File: config.mk
export PLATFORM = sky130hd
export DESIGN_NAME = key_event_decoder
export DESIGN_NICKNAME = d
export VERILOG_FILES = /design/src/rtl/key_event_decoder.sv
export SDC_FILE = /design/constraint.sdc
export NUM_CORES = 1
export LEC_CHECK = 0
export CORE_ASPECT_RATIO = 1.2
export CORE_MARGIN = 2
export CORE_UTILIZATION = 45
export CTS_BUF_LIST = sky130_fd_sc_hd__clkbuf_8 sky130_fd_sc_hd__clkbuf_16
export CTS_CLUSTER_SIZE = 20
export DETAILED_ROUTE_END_ITERATION = 7
export GPL_ROUTABILITY_DRIVEN = 1
export GPL_TIMING_DRIVEN = 0
export PLACE_DENSITY = 0.64
export SLEW_MARGIN = 15
export SYNTH_ARGS = -nofsm -noshare
export SYNTH_HDL_FRONTEND = slang
export SYNTH_SLANG_ARGS = --single-unit
File: constraint.sdc
create_clock -name clk -period 2.75 [get_ports clk]
set_input_delay 0.275 -clock clk [delete_from_list [all_inputs] [get_ports clk]]
set_output_delay 0.275 -clock clk [all_outputs]
set_load 0.01 [all_outputs]
File: src/rtl/key_event_decoder.sv
// Single-key gesture classifier: turns press pulses and the held level into click,
// double-click and long-press events, and steers the LCD test-pattern index from them.
module key_event_decoder #(
    parameter int unsigned T_DBL   = 31_250_000,
    parameter int unsigned T_LONG  = 125_000_000,
    parameter int unsigned T_AUTO  = 250_000_000,
    parameter int unsigned NUM_PAT = 8
) (
    input  logic       clk,
    input  logic       rst,
    input  logic       press_pulse,
    input  logic       key_held,
    output logic [3:0] pat_idx,
    output logic       auto_mode,
    output logic       evt_single,
    output logic       evt_double,
    output logic       evt_long
);

    typedef enum logic [2:0] {
        S_IDLE,
        S_PRESSED,
        S_LHOLD,
        S_WAIT2,
        S_RELWAIT
    } state_t;

    localparam logic [31:0] DBL_LAST  = 32'(T_DBL - 1);
    localparam logic [31:0] LONG_LAST = 32'(T_LONG - 1);
    localparam logic [31:0] AUTO_LAST = 32'(T_AUTO - 1);
    localparam logic [3:0]  PAT_LAST  = 4'(NUM_PAT - 1);

    state_t      state_q, state_d;
    logic [31:0] cnt_q, cnt_d;
    logic [31:0] auto_cnt_q, auto_cnt_d;
    logic [3:0]  pat_q, pat_d;
    logic        auto_q, auto_d;
    logic        evt_single_q, evt_single_d;
    logic        evt_double_q, evt_double_d;
    logic        evt_long_q, evt_long_d;

    function automatic logic [3:0] pat_inc(input logic [3:0] p);
        return (p == PAT_LAST) ? 4'd0 : p + 4'd1;
    endfunction

    function automatic logic [3:0] pat_dec(input logic [3:0] p);
        return (p == 4'd0) ? PAT_LAST : p - 4'd1;
    endfunction

    always_comb begin
        state_d      = state_q;
        cnt_d        = cnt_q;
        auto_cnt_d   = 32'd0;  // any cycle not counting in IDLE restarts the auto period
        pat_d        = pat_q;
        auto_d       = auto_q;
        evt_single_d = 1'b0;
        evt_double_d = 1'b0;
        evt_long_d   = 1'b0;

        unique case (state_q)
            S_IDLE: begin
                if (press_pulse) begin
                    state_d = S_PRESSED;
                    cnt_d   = 32'd0;
                end else if (auto_q) begin
                    if (auto_cnt_q == AUTO_LAST) begin
                        pat_d = pat_inc(pat_q);
                    end else begin
                        auto_cnt_d = auto_cnt_q + 32'd1;
                    end
                end
            end
            S_PRESSED: begin
                cnt_d = cnt_q + 32'd1;
                if (!key_held) begin
                    state_d = S_WAIT2;
                    cnt_d   = 32'd0;
                end else if (cnt_q == LONG_LAST) begin
                    evt_long_d = 1'b1;
                    auto_d     = ~auto_q;
                    state_d    = S_LHOLD;
                end
            end
            S_LHOLD: begin
                if (!key_held) state_d = S_IDLE;
            end
            S_WAIT2: begin
                cnt_d = cnt_q + 32'd1;
                // A second press beats an expiring window on the same cycle.
                if (press_pulse) begin
                    evt_double_d = 1'b1;
                    pat_d        = pat_dec(pat_q);
                    state_d      = S_RELWAIT;
                end else if (cnt_q == DBL_LAST) begin
                    evt_single_d = 1'b1;
                    pat_d        = pat_inc(pat_q);
                    state_d      = S_IDLE;
                end
            end
            S_RELWAIT: begin
                if (!key_held) state_d = S_IDLE;
            end
            default: state_d = S_IDLE;
        endcase
    end

    always_ff @(posedge clk) begin
        if (rst) begin
            state_q      <= S_IDLE;
            cnt_q        <= 32'd0;
            auto_cnt_q   <= 32'd0;
            pat_q        <= 4'd0;
            auto_q       <= 1'b0;
            evt_single_q <= 1'b0;
            evt_double_q <= 1'b0;
            evt_long_q   <= 1'b0;
        end else begin
            state_q      <= state_d;
            cnt_q        <= cnt_d;
            auto_cnt_q   <= auto_cnt_d;
            pat_q        <= pat_d;
            auto_q       <= auto_d;
            evt_single_q <= evt_single_d;
            evt_double_q <= evt_double_d;
            evt_long_q   <= evt_long_d;
        end
    end

    assign pat_idx    = pat_q;
    assign auto_mode  = auto_q;
    assign evt_single = evt_single_q;
    assign evt_double = evt_double_q;
    assign evt_long   = evt_long_q;

endmodule

==> results.json, run 1 <==
{
  "status": "complete, no violations",
  "p_int_w": 0.00173,
  "yosys.cell_types.count": 52,
  "num_antenna_cells": 0,
  "netlist_instances": 444,
  "syn-num-nets": 452,
  "via_count": 3109,
  "cp_max_fo": 5,
  "power_frac_seq": 0.501,
  "fillCellCount": 779,
  "synthTopCellsByCount": "dfxtp_1 (75), nor2_1 (69), xnor2_1 (47), nand2_1 (33), nor4_1 (22)",
  "multi_input_area_mm2": 0.00207,
  "p_sw_w": 0.000464,
  "ys_top_cells_by_area": "dfxtp_1 (41%), xnor2_1 (11%), nor2_1 (7.0%)",
  "p_comb_frac": 0.034,
  "pin_count": 12,
  "relSlewSlack": 0.585,
  "fmax_ghz": 0.400,
  "period_share": 0.909,
  "gr-total-overflow": 0,
  "fin_crit_ns": 2.50,
  "grt_pass1_vias": 2899,
  "ys_seq_area_frac": 0.405,
  "tns_ns": 0,
  "portBuffers": 11,
  "cts_resized": 0,
  "pre_cts_slack_ns": 0.111,
  "die_h_um": 103,
  "instances_no_fill": 566,
  "final_area_mm2": 0.00419,
  "place_area_mm2": 0.00393,
  "setup_viol": 0,
  "postSynthAreaPerCell_um2": 8.34,
  "globalplace.congestion": 0.822,
  "post_cts_buffers": 0,
  "dp_hpwl_um": 5670,
  "clock_latency_ns": 0.35,
  "clockRootBuffer": "clkbuf_8",
  "critPathKind": "register to register",
  "die_x_um": 86.8,
  "clockBufferDepth": 2,
  "drv_cap": 0,
  "vias_per_cell": 5.49,
  "cp-end-kind": "register",
  "dr.first_iter.drc_count": 149,
  "routed_wl_um": 7810,
  "hold_viol": 0,
  "powerDensity_mw_per_mm2": 524,
  "cts.hold.buffers_added": 0,
  "antenna_found_initial": 0,
  "cts.sinks": 75,
  "areaGrowthSynthToFinish_pct": 13.0,
  "rows": 36,
  "grt_pass1_wl_um": 13400,
  "nets": 474,
  "synth_edf_count": 0,
  "leakage_nw": 1.26,
  "drcViolationCount": 0,
  "slew_violations": 0,
  "cts_tree": "done",
  "ys_async_sr_fraction": 0,
  "initial_core_util": 0.459,
  "ys_ff_latch": 75,
  "synth_area_mm2": 0.00370,
  "grt_start_max_net_pins": 13,
  "dp.cells": 550,
  "wl_per_cell_um": 13.8,
  "power_w": 0.00219,
  "p_sw_frac": 0.212,
  "yosysWarnings": 0,
  "numCtsBuffers": 9,
  "yosys_most_used_dff": "dfxtp_1",
  "die_area_mm2": 0.00898,
  "core_mm2": 0.00806,
  "synth_top_cell_area_share": 0.405,
  "irDropWorstVdd_v": 0.000275,
  "track_usage": 0.191,
  "p_clk_frac": 0.465,
  "drive_gt1_frac": 0.0573,
  "cts.htree.levels": 3,
  "yosysTopAreaCell": "dfxtp_1",
  "cp_data_arrival_time_ns": 2.73,
  "clk_pin_slew_ns": 0.08,
  "worst_slack_ns": 0.252,
  "rsz0062_at_grt": "no",
  "cp.required_ns": 2.99,
  "max_slew.worst_pin.slew_ns": 0.613,
  "critPathLaunchType": "register",
  "yosysMostFrequentCell": "dfxtp_1",
  "antenna_left": 0,
  "first_pass_iters": 4,
  "clock_skew_ns": 0.0131,
  "hold_path_class": "register to register",
  "register_area_mm2": 0.00150
}
## critical path, cell delays in order, from the launching register on
cell and delay, ns:
dfxtp_1 0.34, or4b_2 0.68, nor4_2 0.39, nand4b_1 0.30
a211oi_1 0.33, mux2_2 0.35
## area by class of cell
type / count / share of cell area
multi-input combinational: 334 / 0.494
sequential: 75 / 0.359
clock buffer: 13 / 0.0427
tap: 95 / 0.0284
timing repair buffer: 11 / 0.0263
buffer: 16 / 0.0170
inverter: 19 / 0.0170
clock inverter: 3 / 0.0161
## worst paths after layout
path	startpoint	endpoint	slack, ns	depth (start not counted)
worst max-delay path	auto_cnt_q[16]	pat_idx[2]	0.25	5
worst min-delay path	auto_cnt_q[0]	auto_cnt_q[0]	0.46	1
worst max register to register	auto_cnt_q[16]	pat_idx[2]	0.25	5
worst min register to register	auto_cnt_q[0]	auto_cnt_q[0]	0.46	1
## cell usage in the layout, fill, tap and decap left out, types with 14 or more instances in the layout
cell type	netlist	routed
inv_1	19	19
dfxtp_1	75	75
nand3_1	17	17
and3_1	15	15
nand2_1	33	33
nor3_1	15	15
nor2_1	69	69
nor4_1	22	21
xnor2_1	47	47
nand4_1	14	14
## sequential cells by signal (all words and copies together) (netlist names)
register    flops
auto_mode       1
auto_cnt_q     32
cnt_q          32
evt_single      1
evt_long        1
evt_double      1
state_q         3
pat_idx         4
## power groups by stage
stage	Combinational [W]	Sequential, W	Clock (W)
global placement	0.0000747	0.00112	0
global route	0.0000844	0.00110	0.00110
detailed placement	0.0000754	0.00112	0
finish	0.0000750	0.00110	0.00102
CTS	0.0000754	0.00110	0.00105
floorplan	0.0000509	0.00112	0
## logic make-up (layout without fill, tap and decap cells)
family,count (synthesis),after routing,synth area share
fa+ha+maj,4,4,0.0135
simple gates,230,230,0.328
buf+inv,35,62,0.0385
compound gates,42,42,0.0767
xor+xnor,55,55,0.130
mux,3,3,0.00844
flops,75,75,0.405
## metal layers
metal / track usage / share of wire
met2: 0.316 / 0.48
met1: 0.235 / 0.47
met4: 0.0745 / 0.016
met5: 0 / 0
met3: 0.0540 / 0.033
## through the flow
| stage | hold slack, ns | util |
|---|---|---|
| after CTS | 0.474 | 0.518 |
| after global placement | 0.446 | 0.488 |
| after global routing | 0.516 | 0.519 |
| final | 0.464 | 0.519 |
| after floorplan | 0.426 | - |
| after detailed placement | 0.455 | 0.488 |
Power figures use the tool's default switching activity.
==> inputs of run 2 (changes only) <==
--- a/config.mk
+++ b/config.mk
@@ -13,7 +13,7 @@
 export DETAILED_ROUTE_END_ITERATION = 7
 export GPL_ROUTABILITY_DRIVEN = 1
 export GPL_TIMING_DRIVEN = 0
-export PLACE_DENSITY = 0.64
+export HOLD_SLACK_MARGIN = 0.12
 export SLEW_MARGIN = 15
 export SYNTH_ARGS = -nofsm -noshare
 export SYNTH_HDL_FRONTEND = slang
==> results.json, run 2 (synthesis results as in run 1) <==
{
  "status": "complete, no violations",
  "grt_pass1_wl_um": 13300,
  "die_area_mm2": 0.00898,
  "globalplace.congestion": 0.777,
  "cts.sinks": 75,
  "tns_ns": 0,
  "r2r_start": "auto_cnt_q[16]",
  "drv_cap": 0,
  "clockBufferDepth": 2,
  "grt_start_max_net_pins": 13,
  "clockRootBuffer": "clkbuf_8",
  "period_share": 0.975,
  "rsz0062_at_grt": "no",
  "max_slew.worst_pin.slew_ns": 0.627,
  "worst_slack_ns": 0.0693,
  "fin_crit_ns": 2.68,
  "clock_latency_ns": 0.35,
  "min_from": "auto_cnt_q[0]",
  "via_count": 3108,
  "cts_tree": "done",
  "mostFrequentLayoutCell": "dfxtp_1",
  "gr-total-overflow": 0,
  "post_cts_buffers": 0,
  "powerDensity_mw_per_mm2": 511,
  "instances_no_fill": 566,
  "dr.first_iter.drc_count": 110,
  "clk_pin_slew_ns": 0.08,
  "final_cell_mix": "dfxtp_1 (75), nor2_1 (69), xnor2_1 (47)",
  "initial_core_util": 0.459,
  "setup_viol": 0,
  "critPathKind": "register to register",
  "cp-end-kind": "register",
  "numCtsBuffers": 9,
  "areaGrowthSynthToFinish_pct": 12.3,
  "hold_path_class": "register to register",
  "nets": 474,
  "dp.cells": 550,
  "pre_cts_slack_ns": 0.124,
  "slew_violations": 0,
  "wl_per_cell_um": 14.0,
  "whs_ns": 0.474,
  "cts.hold.buffers_added": 0,
  "hold_viol": 0,
  "cp_data_arrival_time_ns": 2.93,
  "core_mm2": 0.00806,
  "pin_count": 12,
  "irDropWorstVdd_v": 0.000242,
  "antenna_left": 0,
  "num_antenna_cells": 0,
  "cp.required_ns": 2.99,
  "drive_gt1_frac": 0.0531,
  "vias_per_cell": 5.49,
  "die_h_um": 103,
  "leakage_nw": 1.25,
  "relSlewSlack": 0.576,
  "portBuffers": 11,
  "cp_max_fo": 5,
  "rows": 36,
  "startpoint": "auto_cnt_q[16]",
  "cts.htree.levels": 3,
  "track_usage": 0.190,
  "fmax_ghz": 0.373,
  "first_pass_iters": 4,
  "final_core_util": 0.516,
  "grt_pass1_vias": 2934,
  "dp_hpwl_um": 5830,
  "antenna_found_initial": 0,
  "routed_wl_um": 7950,
  "drcViolationCount": 0,
  "critPathLaunchType": "register",
  "clock_skew_ns": 0.00972,
  "die_x_um": 86.8,
  "cts_resized": 0
}
## run 2: changes by cell type in the layout (fill, tap and decap cells not counted), sizes merged
| cell | before | now |
|---|---|---|
| clkinv | 0 | 1 |
| clkbuf | 25 | 23 |
| inv | 19 | 20 |
## run 2: worst max-delay path, stage by stage (launching register included)
cell and delay [ns]:
dfxtp_1 0.33, or4b_2 0.68, nor4_1 0.52, nand4b_1 0.33
a211oi_1 0.35, mux2_2 0.36
## run 2: area by class of cell
cell class | count | area [µm²]
fillers | 770 | 3900
multi-input cells | 334 | 2060
flip-flops and latches | 75 | 1500
clock buffers | 11 | 151
well taps | 95 | 119
repair buffers | 11 | 110
clock inverters | 5 | 76.3
plain buffers | 16 | 71.3
inverters | 19 | 71.3
## run 2: per-stage QoR
step                      power [W]  instance area, µm²
after CTS                   0.00215                4160
final                       0.00213                4160
after detailed placement    0.00120                3930
after floorplan             0.00117                3700
after global routing        0.00222                4160
after global placement      0.00120                3930
## run 2: final timing paths
check,depth (start not counted),slack (ns),endpoint
hold reg to reg,1,0.47,auto_cnt_q[0]
setup / recovery,5,0.07,pat_idx[2]
setup reg to reg,5,0.07,pat_idx[2]
hold / removal,1,0.47,auto_cnt_q[0]
## run 2: where the power goes
| group | internal, W | total, W | switching [W] | leakage [nW] |
|---|---|---|---|---|
| sequential | 0.00109 | 0.00110 | 0.00000671 | 0.604 |
| combinational | 0.0000269 | 0.0000740 | 0.0000471 | 0.532 |
| clock | 0.000556 | 0.000956 | 0.000400 | 0.117 |
## run 2: layer usage
metal	track usage	up-vias	part of all wire
li1	-	1604	-
met1	0.228	1449	0.47
met2	0.328	42	0.49
met3	0.0429	13	0.029
met4	0.0769	0	0.015
met5	0	-	0
